==> config.mk <==
export PLATFORM = sky130hd
export DESIGN_NAME = flag_ctrl
export DESIGN_NICKNAME = d
export VERILOG_FILES = /design/src/rtl/flag_ctrl.sv
export SDC_FILE = /design/constraint.sdc
export NUM_CORES = 1
export LEC_CHECK = 0
export CORE_ASPECT_RATIO = 0.6
export CORE_MARGIN = 2
export CORE_UTILIZATION = 30
export DETAILED_ROUTE_END_ITERATION = 10
export DONT_BUFFER_PORTS = 1
export HOLD_SLACK_MARGIN = 0.05
export PLACE_DENSITY_LB_ADDON = 0.05
export SLEW_MARGIN = 20
export SYNTH_ARGS = -nofsm -noshare
export SYNTH_HDL_FRONTEND = slang
export SYNTH_SLANG_ARGS = --single-unit
==> constraint.sdc <==
create_clock -name clk -period 3.1 [get_ports clk]
set_input_delay 0.465 -clock clk [delete_from_list [all_inputs] [get_ports clk]]
set_output_delay 0.465 -clock clk [all_outputs]
set_load 0.005 [all_outputs]
==> src/rtl/flag_ctrl.sv <==
`default_nettype none
// ============================================================================
// Module   : flag_ctrl
// Purpose  : Owns the architectural 8086 FLAGS register. Arbitrates ALU status
//            updates, flag-control ops, POPF loads and interrupt entry onto a
//            single registered FLAGS value, and sequences interrupt entry
//            (snapshot -> push to stack unit -> clear IF/TF -> acknowledge).
// Revision : 1.0  initial release
// ============================================================================
module flag_ctrl #(
  parameter logic [15:0] FLAG_MASK = 16'h0FD5
) (
  input  logic        clk,
  input  logic        reset,
  input  logic        alu_valid,
  input  logic [15:0] alu_status,
  input  logic [8:0]  alu_mask,
  input  logic        fop_valid,
  input  logic [2:0]  fop_code,
  input  logic        popf_valid,
  input  logic [15:0] popf_data,
  input  logic        int_req,
  output logic        int_ack,
  output logic        push_valid,
  output logic [15:0] push_data,
  input  logic        push_ready,
  output logic [15:0] flags,
  output logic        busy,
  output logic        wr_conflict
);

  // FLAGS bit positions
  localparam int CF_BIT = 0;
  localparam int TF_BIT = 8;
  localparam int IF_BIT = 9;
  localparam int DF_BIT = 10;

  // Flag-control op encodings
  localparam logic [2:0] FOP_CLC = 3'd0;
  localparam logic [2:0] FOP_STC = 3'd1;
  localparam logic [2:0] FOP_CMC = 3'd2;
  localparam logic [2:0] FOP_CLD = 3'd3;
  localparam logic [2:0] FOP_STD = 3'd4;
  localparam logic [2:0] FOP_CLI = 3'd5;
  localparam logic [2:0] FOP_STI = 3'd6;
  localparam logic [2:0] FOP_NOP = 3'd7;

  // Interrupt-entry sequencer states
  localparam logic [1:0] ST_IDLE  = 2'd0;
  localparam logic [1:0] ST_SAVE  = 2'd1;
  localparam logic [1:0] ST_CLEAR = 2'd2;
  localparam logic [1:0] ST_ACK   = 2'd3;

  logic [1:0]  state;
  logic [1:0]  state_next;
  logic [15:0] flags_reg;
  logic [15:0] flags_wr;
  logic [15:0] flags_next;
  logic [15:0] alu_en;
  logic [15:0] alu_val;
  logic        fop_write;
  logic        take_int;
  logic [1:0]  src_count;
  logic        conflict_next;
  logic        unused_status_bits;

  // ALU status bits [12:4] and mask bits [8:0] scattered onto FLAGS positions:
  // OF->11 DF->10 IF->9 TF->8 SF->7 ZF->6 AF->4 PF->2 CF->0
  assign alu_en  = {4'b0000,
                    alu_mask[8], alu_mask[7], alu_mask[6], alu_mask[5],
                    alu_mask[4], alu_mask[3], 1'b0, alu_mask[2],
                    1'b0, alu_mask[1], 1'b0, alu_mask[0]};
  assign alu_val = {4'b0000,
                    alu_status[12], alu_status[11], alu_status[10], alu_status[9],
                    alu_status[8], alu_status[7], 1'b0, alu_status[6],
                    1'b0, alu_status[5], 1'b0, alu_status[4]};

  // Status bits outside [12:4] carry no flag meaning
  assign unused_status_bits = ^{alu_status[15:13], alu_status[3:0]};

  // A NOP op is not a write, so it neither wins arbitration nor counts as a source
  assign fop_write = fop_valid && (fop_code != FOP_NOP);

  // Interrupt entry is only taken while idle and with IF set
  assign take_int  = int_req && flags_reg[IF_BIT];

  assign src_count = {1'b0, popf_valid} + {1'b0, fop_write} + {1'b0, alu_valid};

  // State register for the interrupt-entry sequencer
  always_ff @(posedge clk) begin
    if (reset) begin
      state <= ST_IDLE;
    end else begin
      state <= state_next;
    end
  end

  // Next-state logic: SAVE waits for the stack unit, CLEAR and ACK last one cycle
  always_comb begin
    state_next = state;
    case (state)
      ST_IDLE:  if (take_int)   state_next = ST_SAVE;
      ST_SAVE:  if (push_ready) state_next = ST_CLEAR;
      ST_CLEAR: state_next = ST_ACK;
      ST_ACK:   state_next = ST_IDLE;
      default:  state_next = ST_IDLE;
    endcase
  end

  // Sequencer outputs decoded from the current state
  always_comb begin
    busy       = (state != ST_IDLE);
    push_valid = (state == ST_SAVE);
    int_ack    = (state == ST_ACK);
  end

  // Write arbitration: interrupt entry > popf > fop > alu, only while idle
  always_comb begin
    flags_wr      = flags_reg;
    conflict_next = 1'b0;
    case (state)
      ST_IDLE: begin
        conflict_next = (src_count >= 2'd2);
        if (take_int) begin
          // Entry wins; any same-cycle write is dropped so the snapshot is exact
          flags_wr = flags_reg;
        end else if (popf_valid) begin
          flags_wr = popf_data;
        end else if (fop_write) begin
          case (fop_code)
            FOP_CLC: flags_wr[CF_BIT] = 1'b0;
            FOP_STC: flags_wr[CF_BIT] = 1'b1;
            FOP_CMC: flags_wr[CF_BIT] = ~flags_reg[CF_BIT];
            FOP_CLD: flags_wr[DF_BIT] = 1'b0;
            FOP_STD: flags_wr[DF_BIT] = 1'b1;
            FOP_CLI: flags_wr[IF_BIT] = 1'b0;
            FOP_STI: flags_wr[IF_BIT] = 1'b1;
            default: flags_wr = flags_reg;
          endcase
        end else if (alu_valid) begin
          flags_wr = (flags_reg & ~alu_en) | (alu_val & alu_en);
        end
      end
      ST_CLEAR: begin
        flags_wr[IF_BIT] = 1'b0;
        flags_wr[TF_BIT] = 1'b0;
      end
      default: flags_wr = flags_reg;
    endcase
    flags_next = flags_wr & FLAG_MASK;
  end

  // FLAGS register and one-cycle conflict pulse
  always_ff @(posedge clk) begin
    if (reset) begin
      flags_reg   <= 16'h0000;
      wr_conflict <= 1'b0;
    end else begin
      flags_reg   <= flags_next;
      wr_conflict <= conflict_next;
    end
  end

  // Snapshot captured on the entry edge and held stable through SAVE
  always_ff @(posedge clk) begin
    if (reset) begin
      push_data <= 16'h0000;
    end else if ((state == ST_IDLE) && take_int) begin
      push_data <= flags_reg;
    end
  end

  assign flags = flags_reg;

endmodule
`default_nettype wire

# Yosys cells after proc, flatten, opt, wreduce, memory -nomap -nowiden
# Index checks and enable logic that the tools add are counted.
# word_totals
reg_bits,28
in_bits,51
elab_cells,65
# op_classes
n_addsub,2
n_lt_le_gt_ge,1
n_eq_ne,20
n_mux,11
n_bitwise,7
n_reduce_logical,16
# ops
op,count
12-bit two-way mux,3
12-bit bitwise AND,2
4-bit AND reduction,5
12-bit NOT,1
12-bit bitwise OR,1
10-bit two-way mux,1
"3-bit == test, second input constant",3
"3-bit inequality test, second input constant",3
2-bit case mux with 4 select lines,1
"3-bit by 2-bit == test with 1-bit output, second input constant",2
"2-bit inequality test, second input constant",3
2-bit nonzero test,3
"5-bit by 2-bit inequality test with 1-bit output, second input constant",1
"5-bit by 3-bit inequality test with 1-bit output, second input constant",1
"2-bit == test, second input constant",2
2-bit two-way mux,2
"4-bit by 2-bit inequality test with 1-bit output, second input constant",1
"4-bit inequality test, second input constant",1
1-bit case mux with 2 select lines,2
2-bit case mux with 2 select lines,1
"3-bit by 1-bit == test with 1-bit output, second input constant",1
1-bit logical AND,3
3-bit zero test,1
1-bit NOT,3
10 further kinds,10

# Depth between registers and ports, before layout
# Gate-level depths: netlist of the first run.
# depth
word_depth,8
ltp_mapped,7
mapped_depth_nobuf,7

# Least setup slack after synthesis of the first run
# Ideal clock, no wire load.
# synth_path
path_kind,input -> register
start,in popf_valid
end,"reg flags_reg[9], in the netlist flags[9]"
t_arrival_ps,1598
t_required_ps,2984
path_slack_ps,1385
cell_stages,7
n_path_buf,0
path_cell_list,inv_1 -> ha_1 -> nor2b_1 -> a211o_1 -> a32oi_1 -> nor3b_1 -> a41o_1
# synth_via
elab_chain_len,3
elab_cells_between_ends,6
classes_between,2 x eq/ne; 3 x mux; 1 x reduce/logical
# synth_rtl
element,line,text
start: declaration,20,"input logic popf_valid,"
12-bit two-way mux,127,end else if (popf_valid) begin
10-bit two-way mux,124,if (take_int) begin
2-bit case mux with 2 select lines,121,case (state)
end signal: assignment,159,flags_reg <= flags_next;
end: declaration,56,logic [15:0] flags_reg;
# Several ways; a longest one is shown, not always the timed one. The select of a mux whose other input is x is not followed.
# A chain may end at the register's enable or synchronous reset.

# Worst setup path in the final report of the first run
# layout_path
start,reg state[0]
end,"reg flags_reg[9], in the netlist flags[9]"
# layout_via
elab_chain_len,3
elab_cells_between_ends,8
classes_between,4 x eq/ne; 1 x mux; 3 x reduce/logical
# layout_rtl
element,line,text
start: declaration,54,logic [1:0] state;
start signal: assignment,94,state <= state_next;
2-bit zero test / 2-bit == test (equally long branches),121,
5-bit by 3-bit inequality test with 1-bit output (no line) (tied with other cells),n/a,
4-bit AND reduction (no line),n/a,
# Several ways; a longest one is shown, not always the timed one.

==> out/results.ini, run 1 <==
[worst_setup_path]
end_kind=flip-flop
reg2reg_setup_slack_ns=1.22
cp-start-kind=flip-flop
cp.arrival_ns=2.03
crit_type=flip-flop to flip-flop
worstPathRequired_ns=3.25
crit_fanout=6

[yosys]
ys.flop_type=dfxtp_1
postSynthCellCount=169
synth_edf_count=0
yosys_warnings=0
ys_seq_area_share_pct=32.65
ys_types=37
syn_area_per_cell_sq_um=7.618
ys_async_sr_fraction_pct=0
syn_area_sq_mm=0.001287
synth-seq-cells=21

[placement]
dp_hpwl_microns=2739
place_congestion=0.7525
port_buffers=0
place_inst=221
place_area_sq_mm=0.001270

[global_routing]
grt.overflow.total=0
antenna_found_initial=0
grt_pass1_wl_microns=5181
grt_pass1_vias=999
grt_max_degree=23
grt_use_total_pct=14.35

[floorplan]
fp-row-count=18
die_area_sq_mm=0.004849
ios=87
die_w_microns=88.58
initial_utilization_pct=31.24
dieHeight_microns=54.75
coreArea_sq_mm=0.004121

[finish]
drive_gt1_share_pct=3.030
area_growth_pct=2.235
antenna_cells=0
fillers=463
largest_reg_flops=9
final_nets=223
stdcell_area_sq_mm=0.001316
final_cell_count_no_fill=225

[routing]
routed_via_density=5.067
routed_wl_microns=3395
initialDrtViolationCount=68
routedWlPerCell_microns=15.09
num_vias=1140
firstDrtPassIters=4
ant_nets=0
drc_errors=0

[sta]
setup_viol=0
finalMaxSlewViolations=0
fin_crit_sh_pct=60.66
slew_headroom_pct=57.90
rsz0062_at_grt=false
hold_viol=0
setup_tns_ns=0
tightest_slew_ns=0.6292
fin_crit_ns=1.880
finalClockSkew_ns=0.001393
max_freq_mhz=531.8
timing.hold.ws_ns=0.2730

[clocking]
post_cts_resized=0
numCtsBuffers=3
worstSkewPairLatency_ns=0.25
cts_tree=yes
clockRootBuffer=clkbuf_8
clock_path_buffers=2
cts_setup_buffers=0
hold_buffers=0
htreeDepth=1
clock_sinks=21
clk_pin_slew_ns=0.07

[pwr]
leakagePower_nw=0.5303
power.density_mw_per_mm2=599.8
ir_drop_mv=0.2239
p_total_w=0.0007895

[outcome]
status=finished clean

[job]
maxCapViolCount=0

[min_path]
hp-class=primary input to flip-flop

## layout by cell type (no fill, tap or decap), drive strengths merged, types with 5 or more instances in the layout
cell type and instances:
inv 6, o21ai 12, a21oi 10, nor2 10, ha 6, nand2 34, conb 14, a32o 5
nand3 10, dfxtp 21
## path summary, 6_finish.rpt
path / end / startpoint / cells past startpoint
max: flags[9] / state[0] / 7
min: state[1] / reset / 1
max reg2reg: flags[9] / state[0] / 7
min reg2reg: push_data[8] / push_data[8] / 2
## routing by layer
metal	up-vias	routed length (microns)	GRT usage, %
met5	-	0	0
met4	0	0	0.7576
met3	0	336	5.732
met2	55	1391	20.80
met1	525	1668	20.81
li1	560	-	-
## report_power, final
group | switching (W) | leakage (nW) | internal [W] | total [W]
Sequential | 0.0000443 | 0.171 | 0.000310 | 0.000354
Clock | 0.0000855 | 0.0255 | 0.0000893 | 0.000175
Combinational | 0.000154 | 0.334 | 0.000107 | 0.000261
## critical path, cell delays in order, from the launching register on
cell and delay, ns:
dfxtp_1 0.34, inv_1 0.09, ha_1 0.27, a21bo_1 0.27
a211o_1 0.30, a32oi_1 0.23, nor3b_1 0.08, a41o_1 0.20
## cell type report
cell class | instances | area (sq um) | area share [%]
Sequential cell | 21 | 420.4 | 31.94
Multi-Input combinational cell | 133 | 748.2 | 56.84
Clock inverter | 1 | 5.005 | 0.3802
Inverter | 7 | 26.28 | 1.996
Clock buffer | 3 | 41.29 | 3.137
Tap cell | 60 | 75.07 | 5.703
## cells in the mapped netlist (5+ instances only)
master / instances / share of area (%)
a21oi_1: 10 / 3.9
a32o_1: 5 / 3.9
buf_4: 14 / 8.2
dfxtp_1: 21 / 33
ha_1: 6 / 5.8
inv_1: 6 / 1.7
nand2_1: 33 / 9.6
nand3_1: 10 / 3.9
nor2_1: 10 / 2.9
o21ai_0: 7 / 2.7
o21ai_1: 5 / 1.9
## logic make-up (layout without fill, tap and decap cells)
| kind of cell | after synthesis | after routing | share of synthesized area [%] |
|---|---|---|---|
| AO/OA/AOI/OAI | 44 | 44 | 23.03 |
| other | 1 | 14 | 0.2913 |
| multiplexers | 4 | 4 | 3.207 |
| adder cells (fa/ha/maj) | 6 | 6 | 5.831 |
| buffers and inverters | 28 | 11 | 13.02 |
| flip-flops | 21 | 21 | 32.65 |
| AND/OR/NAND/NOR | 65 | 65 | 21.96 |
## metrics by stage
stage | util [%] | worst slack [ns]
after CTS | 31.94 | 1.214
after global routing | 31.94 | 1.051
after global placement | 30.81 | 1.251
after floorplan | - | 1.385
after detailed placement | 30.81 | 1.235
final | 31.94 | 1.220
Note: power is estimated with default switching activity, not from simulation.
==> inputs of run 2 (changes only) <==
==> constraint.sdc (replaced) <==
create_clock -name clk -period 1.6 [get_ports clk]
set_input_delay 0.24 -clock clk [delete_from_list [all_inputs] [get_ports clk]]
set_output_delay 0.24 -clock clk [all_outputs]
set_load 0.005 [all_outputs]
==> run 2 against run 1 <==
Effect of this change:
- setup slack got worse by 1.2 ns
- maximum frequency rose by 18%
- total power rose by 130%
==> out/results.ini, run 2 (synthesis gave the netlist of run 1 again) <==
[global_routing]
grt.overflow.total=0  ; unchanged
grt_pass1_vias=1109  ; +11%
antenna_found_initial=0  ; unchanged
grt_use_total_pct=14.92  ; +0.57 points
grt_pass1_wl_microns=5451  ; +5.2%
grt_max_degree=23  ; unchanged

[floorplan]
ios=87  ; unchanged
die_w_microns=88.58  ; unchanged
initial_utilization_pct=31.24  ; unchanged
fp-row-count=18  ; unchanged
coreArea_sq_mm=0.004121  ; unchanged
dieHeight_microns=54.75  ; unchanged
die_area_sq_mm=0.004849  ; unchanged

[worst_setup_path]
rr_worst_depth=6  ; -1
crit_fanout=3  ; -3
crit_type=flip-flop to flip-flop
cp-start-kind=flip-flop
worstPathRequired_ns=1.76  ; -1.49 ns
end_kind=flip-flop
cp.arrival_ns=1.75  ; -0.28 ns

[sta]
rsz0062_at_grt=true
finalClockSkew_ns=0.007887  ; +0.006495 ns
slew_headroom_pct=57.85  ; about the same
fin_crit_sh_pct=99.41  ; +39 points
setup_viol=0  ; unchanged
fin_ws_ns=0.009400  ; -1.210 ns
timing.hold.ws_ns=0.1711  ; -0.1019 ns
max_freq_mhz=628.7  ; +18%
fin_crit_ns=1.591  ; -0.2899 ns
tightest_slew_ns=0.6275  ; -0.001696 ns
finalMaxSlewViolations=0  ; unchanged
hold_viol=0  ; unchanged

[finish]
antenna_cells=0  ; unchanged
final_cell_mix=nand2_1, dfxtp_1, conb_1, buf_4
final_nets=237  ; +6.3%
drive_gt1_share_pct=15.08  ; +12 points
largest_reg_flops=9  ; unchanged
final_util_pct=35.79  ; +3.9 points
area_growth_pct=14.58
stdcell_area_sq_mm=0.001475  ; +12%
final_cell_count_no_fill=239  ; +6.2%
final_common_cell=nand2_1

[routing]
firstDrtPassIters=4  ; unchanged
routedWlPerCell_microns=14.83  ; -1.7%
routed_via_density=4.979  ; -1.7%
num_vias=1190  ; +4.4%
routed_wl_microns=3545  ; +4.4%
initialDrtViolationCount=37  ; -46%
ant_nets=0  ; unchanged
drc_errors=0  ; unchanged

[placement]
place_area_sq_mm=0.001383  ; +8.9%
place_congestion=0.7417  ; -1.4%
dp_hpwl_microns=2842  ; +3.8%
place_inst=234  ; +5.9%
pre_cts_ws_ns=-0.07250  ; -1.308 ns
port_buffers=0  ; unchanged

[clocking]
clk_pin_slew_ns=0.09  ; +0.02 ns
clock_sinks=21  ; unchanged
numCtsBuffers=3  ; unchanged
cts_tree=yes
clockRootBuffer=clkbuf_8
clock_path_buffers=2  ; unchanged
htreeDepth=1  ; unchanged
worstSkewPairLatency_ns=0.27  ; +0.02 ns

[pwr]
power.density_mw_per_mm2=1233  ; +110%
leakagePower_nw=0.5979  ; +13%
ir_drop_mv=0.3641  ; +63%

[outcome]
status=finished clean

[min_path]
min_path_cells=3  ; +2
hp-class=primary input to flip-flop

[job]
maxCapViolCount=0  ; unchanged

run 2: cell count changes in the layout (fill, tap and decap cells not counted), moves of 2 or more:
cell / before / now
inv_2: 0 / 2
dfxtp_1: 21 / 19
dfxtp_2: 0 / 2
inv_1: 6 / 4
buf_4: 0 / 12
run 2: metrics by stage:
step	total power (W)	setup TNS, ns
3_3_place_gp	0.001391	-0.06633
2_1_floorplan	0.001153	-0.008356
4_1_cts	0.001828	0
5_1_grt	0.001973	-0.2233
3_5_place_dp	0.001398	-0.1090
6_report	0.001819	0
run 2: area by class of cell:
class,instances,area (sq um)
timing repair buffer,14,111.4
tap,60,75.07
clock buffer,3,41.29
inverter,7,26.28
clock inverter,1,7.507
multi-input combinational,133,790.8
fill,454,2646
sequential,21,422.9
run 2: per-layer routing:
metal | wire [microns] | track usage, %
met2 | 1507 | 24.06
met5 | 0 | 0
met4 | 27 | 2.273
met3 | 345 | 6.184
met1 | 1664 | 19.21
run 2: power by group:
| part | total, W | internal (W) | switching (W) |
|---|---|---|---|
| Combinational | 0.000782 | 0.000403 | 0.000380 |
| Clock | 0.000368 | 0.000176 | 0.000192 |
| Sequential | 0.000669 | 0.000603 | 0.0000663 |
run 2: critical path, cell delays in order, from the launching register on:
cell     delay, ns
dfxtp_2       0.33
inv_2         0.07
ha_4          0.13
a21bo_4       0.22
a211o_1       0.26
buf_6         0.14
o311a_1       0.33
run 2: final timing paths:
kind                                    start            end  slack [ns]
worst max-delay path                 state[1]      flip-flop       0.009
worst min-delay path                    reset       flags[8]        0.17
worst max register to register       state[1]      flip-flop       0.009
worst min register to register  push_data[11]  push_data[11]        0.48
run 2: repair_timing:
| action | CTS | global route |
|---|---|---|
| pin swaps | 3 | 3 |
| endpoints found under the hold margin | 12 | 0 |
| gates resized for setup | 4 | 2 |
| hold buffers | 1 | 0 |
| buffers inserted | 0 | 0 |
| setup endpoints to repair | 3 | 8 |
==> inputs of run 3 (changes only) <==
--- a/config.mk
+++ b/config.mk
@@ -10,7 +10,6 @@
 export CORE_UTILIZATION = 30
 export DETAILED_ROUTE_END_ITERATION = 10
 export DONT_BUFFER_PORTS = 1
-export HOLD_SLACK_MARGIN = 0.05
 export PLACE_DENSITY_LB_ADDON = 0.05
 export SLEW_MARGIN = 20
 export SYNTH_ARGS = -nofsm -noshare
==> run 3 against run 2 <==
Effect of this change:
- register-to-register slack hardly changed
- largest power group unchanged
- cell area down 0.68%
- maximum frequency rose by 0.27%
- critical path depth did not move
- via count shrank 0.34%
- global-route usage is 0.098 points lower
==> out/results.ini, run 3 (synthesis gave the netlist of run 1 again) <==
[outcome]
status=finished clean

[placement]
place_inst=234  ; unchanged
dp_hpwl_microns=2842  ; unchanged
port_buffers=0  ; unchanged
place_congestion=0.7417  ; unchanged
place_area_sq_mm=0.001383  ; unchanged

[sta]
rsz0062_at_grt=true
tightest_slew_ns=0.6332  ; +0.005776 ns
fin_crit_ns=1.586  ; -0.004276 ns
fin_crit_sh_pct=99.15  ; -0.27 points
slew_headroom_pct=57.46  ; -0.39 points
finalMaxSlewViolations=0  ; unchanged
setup_viol=0  ; unchanged
max_freq_mhz=630.4  ; +0.27%
timing.hold.ws_ns=0.03151  ; -0.1396 ns
finalClockSkew_ns=0.008513  ; +0.0006256 ns
hold_viol=0  ; unchanged

[pwr]
power.density_mw_per_mm2=1237  ; +0.29%
leakagePower_nw=0.5938  ; -0.70%
ir_drop_mv=0.3641  ; about the same
intPower_w=0.001180  ; -0.14%
p_sw_share_pct=34.88  ; -0.16 points
p_total_w=0.001812  ; -0.39%
power_frac_seq_pct=36.9  ; about the same
clock_power_share_pct=20.3  ; about the same
p_switching_w=0.0006319  ; -0.85%
comb_power_share_pct=42.8  ; -0.2 points

[routing]
initialDrtViolationCount=37  ; unchanged
routed_via_density=4.983  ; about the same
ant_nets=0  ; unchanged
firstDrtPassIters=4  ; unchanged
routed_wl_microns=3525  ; -0.56%
drc_errors=0  ; unchanged
num_vias=1186  ; -0.34%
routedWlPerCell_microns=14.81  ; -0.15%

[floorplan]
fp-row-count=18  ; unchanged
die_area_sq_mm=0.004849  ; unchanged
die_w_microns=88.58  ; unchanged
dieHeight_microns=54.75  ; unchanged
ios=87  ; unchanged
initial_utilization_pct=31.24  ; unchanged
coreArea_sq_mm=0.004121  ; unchanged

[clocking]
clockRootBuffer=clkbuf_8
cts_setup_buffers=0  ; unchanged
htreeDepth=1  ; unchanged
clock_sinks=21  ; unchanged
cts_tree=yes
clk_pin_slew_ns=0.09  ; about the same
numCtsBuffers=3  ; unchanged
worstSkewPairLatency_ns=0.27  ; about the same
clock_path_buffers=2  ; unchanged

[worst_setup_path]
cp_top_family=compound AO/OA/AOI/OAI gates
worstPathRequired_ns=1.76  ; about the same
path_cells=inv_2 > ha_4 > a21bo_4 > a211o_1 > buf_6 > o311a_1
end_kind=flip-flop
crit_type=flip-flop to flip-flop
slowest_delay_ns=0.33  ; about the same
critPathBufInv=2  ; unchanged
cp-start-kind=flip-flop
crit_fanout=3  ; unchanged
cp.arrival_ns=1.75  ; about the same
cp_slowest_cell=dfxtp_2

[finish]
fillers=454  ; unchanged
drive_gt1_share_pct=15.17  ; +0.085 points
final_nets=236  ; -0.42%
ff_latch_area_sq_um=422.9  ; unchanged
antenna_cells=0  ; unchanged
final_cell_count_no_fill=238  ; -0.42%
largest_reg_flops=9  ; unchanged
final_cell_mix=nand2_1, dfxtp_1, conb_1, buf_4
area_growth_pct=13.80
final_common_cell=nand2_1
multi_input_area_sq_um=790.8  ; unchanged
stdcell_area_sq_mm=0.001465  ; -0.68%

[global_routing]
grt_pass1_vias=1107  ; -0.18%
grt_use_total_pct=14.82  ; -0.098 points
grt.overflow.total=0  ; unchanged
grt_max_degree=23  ; unchanged
antenna_found_initial=0  ; unchanged
grt_pass1_wl_microns=5444  ; -0.13%

[job]
maxCapViolCount=0  ; unchanged

[min_path]
hp-class=primary input to flip-flop

-- run 3: metrics by stage --
stage	TNS, ns	setup slack (ns)	util (%)
after floorplan	-0.008356	-0.008356	-
after global placement	-0.06633	-0.02601	33.55
after detailed placement	-0.1090	-0.07250	33.55
after CTS	0	0.001968	35.34
after global routing	-0.2233	-0.05947	35.55
final	0	0.01368	35.55
-- run 3: cell type report --
cell class              count  share of cell area [%]
clock buffers               3                   2.818
well taps                  60                   5.124
repair buffers             13                   6.917
inverters                   7                   1.793
clock inverters             1                  0.5124
flip-flops and latches     21                   28.86
multi-input cells         133                   53.97
-- run 3: power groups by stage --
| stage | registers [W] | clock network (W) | logic, W |
|---|---|---|---|
| floorplan | 0.000677 | 0 | 0.000476 |
| global placement | 0.000681 | 0 | 0.000710 |
| detailed placement | 0.000683 | 0 | 0.000715 |
| CTS | 0.000671 | 0.000381 | 0.000769 |
| global route | 0.000682 | 0.000412 | 0.000873 |
| finish | 0.000669 | 0.000368 | 0.000775 |
-- run 3: metal layers --
| metal | up-vias | track usage, % | wire (microns) |
|---|---|---|---|
| met4 | 0 | 2.273 | 27 |
| met3 | 4 | 6.033 | 345 |
| met2 | 64 | 23.68 | 1490 |
| li1 | 583 | - | - |
| met1 | 535 | 19.30 | 1662 |
| met5 | - | 0 | 0 |
-- run 3: timing repair --
item / 4_1_cts / 5_1_grt
resized for setup: 4 / 2
endpoints found under the setup margin: 3 / 8
pin swaps: 3 / 3
hold buffers: 0 / 0
-- run 3: path summary, 6_finish.rpt --
kind | end | slack (ns) | cells after the start | from
worst max-delay path | flip-flop | 0.01 | 6 | state[1]
worst min-delay path | push_data[2] | 0.03 | 1 | reset
worst max register to register | flip-flop | 0.01 | 6 | state[1]
worst min register to register | push_data[11] | 0.47 | 2 | push_data[11]
